File: src/rtl/booth_dec_accum.sv
`default_nettype none
// ============================================================================
// Module   : booth_dec_accum
// Purpose  : Sequential radix-4 Booth decoder and accumulator. Latches a
//            signed multiplicand, accepts one {single,double,neg} Booth digit
//            per handshake (LS digit first), and accumulates the selected
//            partial product (0, +/-M, +/-2M), shifted 2 bits per digit, into
//            a 2*WIDTH-bit signed product.
// Ports    : clk, rst            - clock, synchronous active-high reset
//            start_i             - begin an operation (sampled in IDLE)
//            multiplicand_i      - signed M, latched on accepted start
//            dig_valid_i/_ready_o- Booth digit handshake
//            single_i/double_i/neg_i - encoded Booth digit
//            busy_o              - high in ACCUM and DONE
//            out_valid_o/out_ready_i - product handshake
//            product_o           - signed M * multiplier
//            err_o               - sticky illegal-digit flag for this operation
// Revision : 1.0 - initial release
// ============================================================================
module booth_dec_accum #(
  parameter int WIDTH = 16
) (
  input  logic                 clk,
  input  logic                 rst,
  input  logic                 start_i,
  input  logic [WIDTH-1:0]     multiplicand_i,
  input  logic                 dig_valid_i,
  output logic                 dig_ready_o,
  input  logic                 single_i,
  input  logic                 double_i,
  input  logic                 neg_i,
  output logic                 busy_o,
  output logic                 out_valid_o,
  input  logic                 out_ready_i,
  output logic [2*WIDTH-1:0]   product_o,
  output logic                 err_o
);

  localparam int N  = WIDTH / 2;
  localparam int CW = $clog2(N);

  typedef enum logic [1:0] {
    S_IDLE  = 2'd0,
    S_ACCUM = 2'd1,
    S_DONE  = 2'd2
  } state_t;

  state_t             state_q, state_d;
  logic [WIDTH-1:0]   m_q, m_d;
  logic [2*WIDTH-1:0] acc_q, acc_d;
  logic [CW-1:0]      count_q, count_d;
  logic               err_q, err_d;

  logic [WIDTH+1:0]   m_ext;
  logic [WIDTH+1:0]   sel;
  logic [WIDTH+1:0]   pp;
  logic [2*WIDTH-1:0] pp_ext;
  logic [2*WIDTH-1:0] pp_shift;
  logic               illegal;
  logic               last_digit;

  // Partial-product datapath. M is widened by two bits so that 2M and its
  // negation (including -2 * -2^(WIDTH-1)) are exact before sign extension.
  always_comb begin
    m_ext      = {{2{m_q[WIDTH-1]}}, m_q};
    illegal    = single_i & double_i;
    sel        = '0;
    if (!illegal) begin
      if (single_i) begin
        sel = m_ext;
      end else if (double_i) begin
        sel = m_ext << 1;
      end
    end
    // neg with zero magnitude yields -0 == 0, so no special case is needed.
    pp         = neg_i ? -sel : sel;
    pp_ext     = {{(WIDTH-2){pp[WIDTH+1]}}, pp};
    pp_shift   = pp_ext << {count_q, 1'b0};
    last_digit = (count_q == CW'(N-1));
  end

  // Next-state logic.
  always_comb begin
    state_d = state_q;
    m_d     = m_q;
    acc_d   = acc_q;
    count_d = count_q;
    err_d   = err_q;
    case (state_q)
      S_IDLE: begin
        if (start_i) begin
          m_d     = multiplicand_i;
          acc_d   = '0;
          count_d = '0;
          err_d   = 1'b0;
          state_d = S_ACCUM;
        end
      end
      S_ACCUM: begin
        if (dig_valid_i) begin
          acc_d   = acc_q + pp_shift;
          count_d = count_q + CW'(1);
          if (illegal) begin
            err_d = 1'b1;
          end
          if (last_digit) begin
            state_d = S_DONE;
          end
        end
      end
      S_DONE: begin
        if (out_ready_i) begin
          state_d = S_IDLE;
        end
      end
      default: begin
        state_d = S_IDLE;
      end
    endcase
  end

  always_ff @(posedge clk) begin
    if (rst) begin
      state_q <= S_IDLE;
      m_q     <= '0;
      acc_q   <= '0;
      count_q <= '0;
      err_q   <= 1'b0;
    end else begin
      state_q <= state_d;
      m_q     <= m_d;
      acc_q   <= acc_d;
      count_q <= count_d;
      err_q   <= err_d;
    end
  end

  assign dig_ready_o = (state_q == S_ACCUM);
  assign busy_o      = (state_q != S_IDLE);
  assign out_valid_o = (state_q == S_DONE);
  assign product_o   = acc_q;
  assign err_o       = err_q;

endmodule
`default_nettype wire

File: config.mk
export PLATFORM = sky130hd
export DESIGN_NAME = booth_dec_accum
export DESIGN_NICKNAME = d
export VERILOG_FILES = /design/src/rtl/booth_dec_accum.sv
export SDC_FILE = /design/constraint.sdc
export NUM_CORES = 1
export LEC_CHECK = 0
export ABC_AREA = 1
export BUFFER_PORTS_ARGS = -buffer_cell sky130_fd_sc_hd__buf_2
export CAP_MARGIN = 25
export CORE_MARGIN = 3
export CORE_UTILIZATION = 60
export DETAILED_ROUTE_END_ITERATION = 7
export PLACE_DENSITY = 0.91
export SYNTH_ARGS = -nofsm -noshare
export SYNTH_HDL_FRONTEND = slang
export SYNTH_SLANG_ARGS = --single-unit
File: constraint.sdc
create_clock -name clk -period 4.1 [get_ports clk]
set_input_delay 0 -clock clk [delete_from_list [all_inputs] [get_ports clk]]
set_output_delay 0 -clock clk [all_outputs]
set_load 0.05 [all_outputs]
==> impl_results.md <==
- Post-DRT Antenna Nets: 0
- Largest net degree at the start of global routing: 55
- Grt total ovfl: 0
- Max Cap Violations: 0
- Die span in x: just over 100 um
- RR Endpoint: product_o[31]$_SDFFE_PP0P_
- GPL Wtd Cong: 0.994
- Cell Pwr Density: 291 nW/um^2
- Vias per cell: a little under 6
- Arrival time of the worst setup path: 3960 ps
- Ys flop type: dfxtp_1
- Syn Std Cell Area: around 5400 sq um
- Max-slew violation count: 0
- Hold Path Origin: dig_valid_i
- Crit path launch type: flop
- Inserted Clock Buffers: 5
- Clk pin slew, worst setup/hold paths: 120 ps
- Setup TNS: 0 ps
- Initial antenna violation count: 0
- Peak supply drop: about 0.00018 V
- Unrepaired setup endpoints after global routing: false
- #FFs+latches synth: 54
- Reg-to-reg startpoint: m_q[0]$_SDFFE_PP0P_
- Cells after Synth: 910
- Clock Root Buffer: clkbuf_8
- Seq/Total Area, Yosys: a little over 20%
- Final period util: 91.8%
- Fmax: about 270 MHz
- DR vias: 6377
- Vias in the first global route: between 5000 and 6000
- Worst slew pin tran: ~1000 ps
- WHS Path Cells: 4
- Tmin final: roughly 3800 ps
- Final net count: between 1000 and 1500
- Worst hold path class: in -> reg
- Most frequent cells in the layout: 288 x nand2_1, 119 x a21oi_1, 103 x nand3_1
- Detailed Route WL: between 15000 and 20000 um
- Area grow syn2layout: 11.0%
- # fillers: about 750
- Clock Skew: between 15 and 20 ps
- Critical path's slowest cell: dfxtp_1
- Run status: finished, final reports clean
- Hold path endpoint: state_q[0]$_SDFFE_PP0P_
- WL per Instance: ~15 um
- Critical Path Start: m_q[0]$_SDFFE_PP0P_
- Reg2Reg Depth: 21
- Iteration count of the initial detailed-routing pass: 5
- N_diodes: 0
- Fraction of layout cells with a size suffix above 1: 12.3%
- LEAKAGE: roughly 0.0029 uW
- Distinct cells, synth: 40
- Post-DP HPWL: ~12000 um
- Syn nets: about 1000
- Worst Path Required: 4300 ps
- # rows: 33
- Max transition margin: between 30 and 40%
- Total I/O pin count: 60
- CTS sink cnt: 54
- Clk Latency, worst-skew pair: roughly 340 ps
- GR Util All Layers: between 30% and 40%
- Reg2Reg Setup Slack: around 330 ps
- Async set-or-reset flop fraction in the synthesized netlist: 0%
- CP cell instances: nand2_1 -> a21oi_2 -> inv_1 -> ha_1 -> or2_2 -> xor2_1 -> o21ai_0 -> nor2_1 -> inv_1 -> o21ai_0 -> ha_1 -> a21oi_1 -> o21ai_0 -> a21oi_1 -> nand2_1 -> nand2_1 -> nand3_1 -> inv_1 -> nand3_1 -> nand3_1 -> a21oi_1
- Die area: slightly above 10000 sq um
- Starting DRT DRC Count: slightly above 600
- Critical path type: reg -> reg
- Core Region: between 8000 and 9000 sq um
- First-pass GRT wire length: between 20000 and 30000 um
- DRC: 0
- Slowest stage delay, CP: around 400 ps
- Critical Path Sink Type: flop
- Clock Tree Buf Depth: 2
- Leading cell type in the layout, fill and taps excluded: nand2_1
- # port buffers: ~60
- Peak fanout along the critical path: 5
- CTS H-tree lvls: 2
- Initial core utilization: between 60% and 70%
- CTS tree: done
- EDFF count, synth: 0
- Endpoints failing hold: 0
- Avg Synthesized Cell Area: just under 6 sq um
- Die Ht: 101 um
- Setup violations, final: 0
- Synth Warn #: 0
- Hold_ws: around 95 ps
-- where the power goes --
| group | switching, uW | internal [uW] | leakage (uW) |
|---|---|---|---|
| combinational | 563 | 252 | 0.00245 |
| clock | 211 | 127 | 0.0000502 |
| sequential | 26.3 | 551 | 0.000439 |
| total | 801 | 930 | 0.00294 |
-- timing repair --
item / 4_1_cts / 5_1_grt
hold endpoints to repair: 17 / 0
setup endpoints to repair: 0 / 14
setup buffers: 0 / 1
hold buffers: 18 / 0
gates resized for setup: 0 / 10
-- synthesized netlist by cell type, types with 4 or more instances --
library cell | count | area, sq um
clkbuf_1 | 18 | 67.6
o21ai_1 | 7 | 35.0
dfxtp_1 | 54 | 1080
nor2_2 | 5 | 31.3
o21ai_0 | 52 | 260
inv_2 | 7 | 26.3
nand3_1 | 103 | 515
buf_2 | 6 | 30.0
nand3_2 | 4 | 40.0
or2_2 | 6 | 37.5
nor2_1 | 55 | 206
buf_6 | 5 | 56.3
nand4_1 | 9 | 56.3
ha_1 | 39 | 488
nand2_1 | 288 | 1080
o21a_1 | 7 | 52.6
nand2_2 | 15 | 93.8
nor3_1 | 11 | 55.1
inv_1 | 64 | 240
a21oi_1 | 119 | 596
xor2_1 | 6 | 52.6
-- how the worst max path moves through the flow --
stage	end	cells past startpoint
final	product_o[31]$_SDFFE_PP0P_	21
after detailed placement	product_o[21]$_SDFFE_PP0P_	24
after CTS	product_o[21]$_SDFFE_PP0P_	22
after global routing	product_o[31]$_SDFFE_PP0P_	23
after floorplan	product_o[22]$_SDFFE_PP0P_	19
after global placement	product_o[21]$_SDFFE_PP0P_	24
-- metrics by stage --
step | setup slack (ps) | cell area (sq um) | power, uW | utilization (%) | instances
floorplan | 811 | 5370 | 1190 | - | 910
global placement | 340 | 5670 | 1350 | 67.0 | 1048
detailed placement | 260 | 5670 | 1360 | 67.0 | 1048
CTS | 256 | 5950 | 1700 | 70.3 | 1074
global route | 24.7 | 5960 | 1850 | 70.4 | 1075
finish | 335 | 5960 | 1730 | 70.4 | 1075
-- critical path, delay by kind of cell, from the launching register on --
| kind | cells | cell delay, ps |
|---|---|---|
| flip-flops | 1 | 400 |
| buffers and inverters | 3 | 210 |
| XOR/XNOR | 1 | 190 |
| AO/OA/AOI/OAI | 7 | 1260 |
| AND/OR/NAND/NOR | 8 | 1030 |
| adder cells (fa/ha/maj) | 2 | 570 |
-- sequential cells by signal, summed over array words and instances, names as in the netlist --
register / flops
product_o: 32
m_q: 16
count_q: 3
state_q: 2
err_o: 1
-- cell families (layout without fill, tap and decap cells) --
family / count (synthesis) / count (layout) / share of synthesized area [%]
buffers and inverters: 105 / 165 / 8.18
xor gates and xnor gates: 7 / 7 / 1.14
and+or+nand+nor: 503 / 503 / 40.9
DFF: 54 / 54 / 20.1
muxes: 1 / 1 / 0.186
AOI/OAI and AO/OA: 200 / 200 / 20.0
adders and majority gates: 40 / 40 / 9.46
-- layer usage --
layer / wire [um] / vias to the layer above / share of wire, % / track usage, %
met1: 7230 / 2834 / 44 / 46.1
li1: - / 3151 / - / -
met3: 1600 / 34 / 9.8 / 4.98
met4: 365 / 0 / 2.2 / 9.64
met2: 7170 / 358 / 44 / 50.1
met5: 0 / - / 0 / 0
-- area by class of cell --
type                    instances  area (sq um)  share of cell area [%]
multi-input cells             751          3850                    64.6
flip-flops and latches         54          1080                    18.1
repair buffers                 83           520                    8.74
inverters                      74           278                    4.66
well taps                     105           131                    2.20
clock buffers                   5          68.8                    1.15
clock inverters                 3          28.8                   0.483
Power figures use the tool's default switching activity.
